File: src/rtl/gmii_to_rgmii_tx.sv
// gmii_to_rgmii_tx: frames a valid/ready/last payload stream as an Ethernet
// frame on an internal GMII byte bus and drives the RGMII TX pins in DDR form.
//
// Ports:
//   TXCLK_i        125 MHz TX clock, both edges used
//   reset          synchronous active-low reset (posedge and negedge regs)
//   tx_data_i      payload byte
//   tx_valid_i     payload byte valid
//   tx_last_i      last payload byte of the frame
//   tx_ready_o     byte taken on posedge when tx_valid_i & tx_ready_o
//   RGMII_TXC_o    forwarded TX clock
//   RGMII_TXD_o    DDR data: G[3:0] high phase, G[7:4] low phase
//   RGMII_TXCTL_o  DDR control: EN high phase, EN^ER low phase
//   busy_o         FSM not idle
//   underrun_o     one-cycle pulse when the payload stream starves mid-frame
//   frame_cnt_o    frames completed with FCS, wrapping
module gmii_to_rgmii_tx #(
   parameter int PREAMBLE_LEN = 7,
   parameter int MIN_FRAME    = 60,
   parameter int IFG_BYTES    = 12
) (
   input  logic        TXCLK_i,
   input  logic        reset,
   input  logic [7:0]  tx_data_i,
   input  logic        tx_valid_i,
   input  logic        tx_last_i,
   output logic        tx_ready_o,
   output logic        RGMII_TXC_o,
   output logic [3:0]  RGMII_TXD_o,
   output logic        RGMII_TXCTL_o,
   output logic        busy_o,
   output logic        underrun_o,
   output logic [15:0] frame_cnt_o
);

   typedef enum logic [2:0] {
      S_IDLE,
      S_PRE,
      S_SFD,
      S_DATA,
      S_PAD,
      S_FCS,
      S_DRAIN,
      S_IFG
   } state_t;

   localparam logic [7:0]  PRE_LAST = 8'(PREAMBLE_LEN - 1);
   localparam logic [7:0]  IFG_LAST = 8'(IFG_BYTES - 1);
   localparam logic [16:0] MIN_LEN  = 17'(MIN_FRAME);

   state_t      r_state;
   state_t      w_state_nxt;
   logic [7:0]  r_g;
   logic [7:0]  w_g_nxt;
   logic        r_en;
   logic        w_en_nxt;
   logic        r_er;
   logic        w_er_nxt;
   logic [15:0] r_cnt;
   logic [15:0] w_cnt_nxt;
   logic [15:0] w_cnt_inc;
   logic [31:0] r_crc;
   logic [31:0] w_crc_nxt;
   logic [7:0]  r_tick;
   logic [7:0]  w_tick_nxt;
   logic [15:0] r_frames;
   logic [15:0] w_frames_nxt;
   logic        r_underrun;
   logic        w_underrun_nxt;

   logic [3:0]  r_pos;
   logic        r_ctl_pos;
   logic [3:0]  r_hi_hold;
   logic        r_x_hold;
   logic [3:0]  r_neg;
   logic        r_ctl_neg;

   // Reflected CRC32 over one byte, LSB first.
   function automatic logic [31:0] crc_byte(
      input logic [31:0] c,
      input logic [7:0]  d
   );
      logic [31:0] v;
      v = c ^ {24'h0, d};
      for (int i = 0; i < 8; i++) begin
         v = v[0] ? ((v >> 1) ^ 32'hEDB88320) : (v >> 1);
      end
      return v;
   endfunction

   assign tx_ready_o  = (r_state == S_SFD) ||
                        (r_state == S_DATA) ||
                        (r_state == S_DRAIN);
   assign busy_o      = (r_state != S_IDLE);
   assign underrun_o  = r_underrun;
   assign frame_cnt_o = r_frames;
   assign RGMII_TXC_o = TXCLK_i;

   // G/EN/ER are loaded together with the state, so the byte chosen at a
   // posedge is on the GMII bus for the whole following cycle.
   always_comb begin
      w_state_nxt    = r_state;
      w_g_nxt        = 8'h00;
      w_en_nxt       = 1'b0;
      w_er_nxt       = 1'b0;
      w_cnt_nxt      = r_cnt;
      w_crc_nxt      = r_crc;
      w_frames_nxt   = r_frames;
      w_underrun_nxt = 1'b0;
      w_tick_nxt     = 8'd0;
      w_cnt_inc      = (r_cnt == 16'hFFFF) ? r_cnt : r_cnt + 16'd1;

      unique case (r_state)
         S_IDLE: begin
            if (tx_valid_i) begin
               w_state_nxt = S_PRE;
               w_g_nxt     = 8'h55;
               w_en_nxt    = 1'b1;
            end
         end
         S_PRE: begin
            w_en_nxt = 1'b1;
            if (r_tick == PRE_LAST) begin
               w_state_nxt = S_SFD;
               w_g_nxt     = 8'hD5;
               w_cnt_nxt   = 16'd0;
               w_crc_nxt   = 32'hFFFF_FFFF;
            end else begin
               w_g_nxt = 8'h55;
            end
         end
         S_SFD,
         S_DATA: begin
            w_en_nxt = 1'b1;
            if (tx_valid_i) begin
               w_g_nxt   = tx_data_i;
               w_cnt_nxt = w_cnt_inc;
               w_crc_nxt = crc_byte(r_crc, tx_data_i);
               if (!tx_last_i) begin
                  w_state_nxt = S_DATA;
               end else if ({1'b0, w_cnt_inc} < MIN_LEN) begin
                  w_state_nxt = S_PAD;
               end else begin
                  w_state_nxt = S_FCS;
               end
            end else begin
               // A bubble once the payload has started cannot be hidden:
               // flag the frame with ER and throw away the rest of it.
               w_er_nxt       = 1'b1;
               w_underrun_nxt = 1'b1;
               w_state_nxt    = S_DRAIN;
            end
         end
         S_PAD: begin
            w_en_nxt  = 1'b1;
            w_cnt_nxt = w_cnt_inc;
            w_crc_nxt = crc_byte(r_crc, 8'h00);
            if ({1'b0, w_cnt_inc} >= MIN_LEN) begin
               w_state_nxt = S_FCS;
            end
         end
         S_FCS: begin
            w_en_nxt  = 1'b1;
            w_g_nxt   = ~r_crc[7:0];
            w_crc_nxt = {8'h00, r_crc[31:8]};
            if (r_tick == 8'd3) begin
               w_state_nxt  = S_IFG;
               w_frames_nxt = r_frames + 16'd1;
            end
         end
         S_DRAIN: begin
            if (tx_valid_i && tx_last_i) begin
               w_state_nxt = S_IFG;
            end
         end
         S_IFG: begin
            // The first IFG cycle still shows the last FCS byte, so the
            // IDLE sample cycle completes the idle gap.
            if (r_tick == IFG_LAST) begin
               w_state_nxt = S_IDLE;
            end
         end
         default: begin
            w_state_nxt = S_IDLE;
         end
      endcase

      w_tick_nxt = (w_state_nxt != r_state) ? 8'd0 : r_tick + 8'd1;
   end

   always_ff @(posedge TXCLK_i) begin
      if (!reset) begin
         r_state    <= S_IDLE;
         r_g        <= 8'h00;
         r_en       <= 1'b0;
         r_er       <= 1'b0;
         r_cnt      <= 16'd0;
         r_crc      <= 32'd0;
         r_tick     <= 8'd0;
         r_frames   <= 16'd0;
         r_underrun <= 1'b0;
      end else begin
         r_state    <= w_state_nxt;
         r_g        <= w_g_nxt;
         r_en       <= w_en_nxt;
         r_er       <= w_er_nxt;
         r_cnt      <= w_cnt_nxt;
         r_crc      <= w_crc_nxt;
         r_tick     <= w_tick_nxt;
         r_frames   <= w_frames_nxt;
         r_underrun <= w_underrun_nxt;
      end
   end

   always_ff @(posedge TXCLK_i) begin
      if (!reset) begin
         r_pos     <= 4'h0;
         r_ctl_pos <= 1'b0;
         r_hi_hold <= 4'h0;
         r_x_hold  <= 1'b0;
      end else begin
         r_pos     <= r_g[3:0];
         r_ctl_pos <= r_en;
         r_hi_hold <= r_g[7:4];
         r_x_hold  <= r_en ^ r_er;
      end
   end

   always_ff @(negedge TXCLK_i) begin
      if (!reset) begin
         r_neg     <= 4'h0;
         r_ctl_neg <= 1'b0;
      end else begin
         r_neg     <= r_hi_hold;
         r_ctl_neg <= r_x_hold;
      end
   end

   assign RGMII_TXD_o   = TXCLK_i ? r_pos : r_neg;
   assign RGMII_TXCTL_o = TXCLK_i ? r_ctl_pos : r_ctl_neg;

endmodule

File: config.mk
export PLATFORM = sky130hd
export DESIGN_NAME = gmii_to_rgmii_tx
export DESIGN_NICKNAME = d
export VERILOG_FILES = /design/src/rtl/gmii_to_rgmii_tx.sv
export SDC_FILE = /design/constraint.sdc
export NUM_CORES = 1
export LEC_CHECK = 0
export ABC_AREA = 1
export CORE_AREA = 2 2 132 134
export DETAILED_ROUTE_END_ITERATION = 16
export DIE_AREA = 0 0 134 136
export GPL_ROUTABILITY_DRIVEN = 0
export PLACE_DENSITY = 0.6
export REMOVE_ABC_BUFFERS = 1
export SLEW_MARGIN = 20
export SYNTH_ARGS = -nofsm -noshare
export SYNTH_HDL_FRONTEND = slang
export SYNTH_SLANG_ARGS = --single-unit
File: constraint.sdc
create_clock -name TXCLK_i -period 2.8 [get_ports TXCLK_i]
set_input_delay 0.7 -clock TXCLK_i [delete_from_list [all_inputs] [get_ports TXCLK_i]]
set_output_delay 0.7 -clock TXCLK_i [all_outputs]
set_load 0.01 [all_outputs]
==> impl_metrics.yaml <==
run_status:
  status: "finished, violations left"
  violations: "negative setup slack"
synth:
  synth_cell_types: 53
  syn-cell-area_um2: 6630
  ys_seq_area_share_pct: 30.2
  syn_area_per_cell_um2: 6.97
  synthFlopType: "dfxtp_1"
  synth_cells: 951
  yosys_register_bits: 100
  yosysWarnings: 0
  async_reset_ff_share_pct: 0
  synth_edf_count: 0
sta:
  relSlewSlack_pct: 57.9
  finClkSkew_ps: 75.7
  holdWs_ps: 414
  drv_slew: 0
  finalHoldViolations: 0
  setup_violations: 10
  tightest_slew_ps: 631
  rsz0062_at_grt: "true"
  fin_tns_setup_ps: -1740
  finalWorstSetupSlack_ps: -363
placed_design:
  dp_hpwl_um: 12500
  portBuffers: 36
  place_inst: 1205
grt:
  track_usage_pct: 20.4
  grt_pass1_vias: 5631
  grt_max_degree: 32
  gr-total-overflow: 0
  antenna_found_initial: 0
  grt_pass1_wl_um: 29000
critical_path:
  r2r_slack_ps: 470
  critical_path.max_stage_delay_ps: 300
  crit_type: "reg2out"
  required_ps: 2100
  cp.arrival_ps: 2460
  crit_path_top_delay_cell: "dfxtp_2"
  crit_chain: "nand2_1, nand2_1, buf_2"
  r2r-start: "r_cnt[1]"
  r2r_cells: 14
  path_max_fanout: 1
  cp_common_cell: "nand2_1"
  end_kind: "output pin"
  startpoint: "r_ctl_neg"
  startpoint_type: "register"
floorplanning:
  fp-row-count: 48
  die_area_um2: 18200
  ios: 37
  core-area_um2: 16900
  start_util_pct: 39.3
  dieWidth_um: 134
  die_y_um: 136
cts:
  clkTransAtPathRegs_ps: 70
  clk_latency_ps: 550
  cts_tree: "built"
  cts_setup_buffers: 0
power:
  ir_drop_v: 0.000319
  power_density_nw_per_um2: 551
  leakagePower_nw: 3.29
min_path:
  min_path_type: "reg2reg"
  min-delay-start: "r_g[6]"
  whs_path_depth: 2
finish:
  area_growth_pct: 16.5
  num_antenna_cells: 0
  fin_nets: 1020
  fin_cells: 1235
  layout-drive-gt1-share_pct: 11.7
detailed_routing:
  drc: 0
  dr.pass1.iters: 5
  wl_per_cell_um: 14.4
  antenna_left: 0
  wl_met3_um: 1090
  dr.max_layer_used: "met4"
  m1WireLength_um: 8230
  vias_per_cell: 5.02
  vias: 6202
  met2_length_um: 7830
  first_iter_violations: 488
  drt-total-wl_um: 17800
run:
  cap_violations: 0
[cell usage in the layout, fill, tap and decap left out, types with 29 or more instances in the layout]
cell type | synthesis | routed
nand2_1 | 202 | 200
inv_1 | 104 | 113
dfxtp_1 | 100 | 96
nor2_1 | 89 | 89
a21oi_1 | 75 | 75
o21ai_0 | 64 | 64
xor2_1 | 61 | 61
nand3_1 | 41 | 41
xnor2_1 | 39 | 39
clkdlybuf4s50_1 | 0 | 29
[metrics by stage]
| step | setup slack [ps] | instance area (um^2) | util [%] | power [mW] |
|---|---|---|---|---|
| after floorplan | 274 | 6450 | - | 2.34 |
| after global placement | -200 | 7320 | 43.4 | 2.67 |
| after detailed placement | -200 | 7320 | 43.4 | 2.68 |
| after CTS | -376 | 7710 | 45.7 | 4.30 |
| after global routing | -406 | 7720 | 45.8 | 4.52 |
| final | -363 | 7720 | 45.8 | 4.26 |
[layout make-up]
| type | count | area [um^2] |
|---|---|---|
| multi-input combinational | 698 | 4020 |
| clock inverter | 17 | 92.6 |
| fill | 1754 | 9150 |
| inverter | 116 | 438 |
| timing repair buffer | 59 | 526 |
| sequential | 100 | 2010 |
| clock buffer | 20 | 363 |
| tap | 225 | 282 |
[final timing paths]
check | endpoint
max reg2reg | r_tick[1]
min reg2reg | r_hi_hold[2]
min | r_hi_hold[2]
max | RGMII_TXCTL_o
[cells by family (layout without fill, tap and decap cells)]
logic type                 Yosys count  count (layout)  synth area share [%]
and+or+nand+nor                    395             395                  26.5
AOI/OAI and AO/OA                  186             186                  16.0
buffers and inverters              153             212                  9.31
xor gates and xnor gates           113             113                  17.3
DFF                                100             100                  30.2
adders and majority gates            4               4                 0.755
[power by group]
| group | switching, mW | leakage (nW) | internal (mW) |
|---|---|---|---|
| Clock | 0.784 | 0.314 | 0.915 |
| Sequential | 0.0871 | 0.817 | 1.48 |
| Combinational | 0.584 | 2.16 | 0.405 |
| Total | 1.45 | 3.29 | 2.80 |
[flip-flops by register name, summed over array words and instances, names as in the netlist]
register,cells
r_state,3
underrun_o,1
r_crc,32
r_g,8
r_x_hold,1
r_pos,4
r_cnt,16
r_ctl_neg,1
r_en,1
frame_cnt_o,16
r_ctl_pos,1
r_tick,8
r_neg,4
r_hi_hold,4
[synth_stat cells, drive strengths merged (13+ instances only)]
cell type	count	area share [%]
nand2	214	13
a31oi	15	1.4
nand4	14	1.3
clkbuf	18	1.0
buf	18	1.6
o21ai	66	5.0
xnor2	46	7.4
inv	117	6.7
nand3	47	4.0
xor2	67	9.9
dfxtp	100	30
nor2	93	5.6
a21oi	75	5.7
nor3	13	1.1
[layer usage]
| metal | global-route usage (%) | vias to the layer above |
|---|---|---|
| met2 | 31.0 | 178 |
| li1 | - | 3189 |
| met5 | 0 | - |
| met3 | 4.03 | 48 |
| met1 | 27.3 | 2787 |
| met4 | 10.7 | 0 |
[what timing repair did]
item | in CTS | in global routing
pin swaps | 5 | 1
hold buffers | 0 | 0
gates resized for setup | 21 | 6
endpoints found under the setup margin | 11 | 10
[worst max-delay path: cells and delay by family (launching register included)]
family                 cells  cell delay (ps)
buffers and inverters      1              130
and+or+nand+nor            2               90
DFF                        1              300
Note: power is estimated with default switching activity, not from simulation.
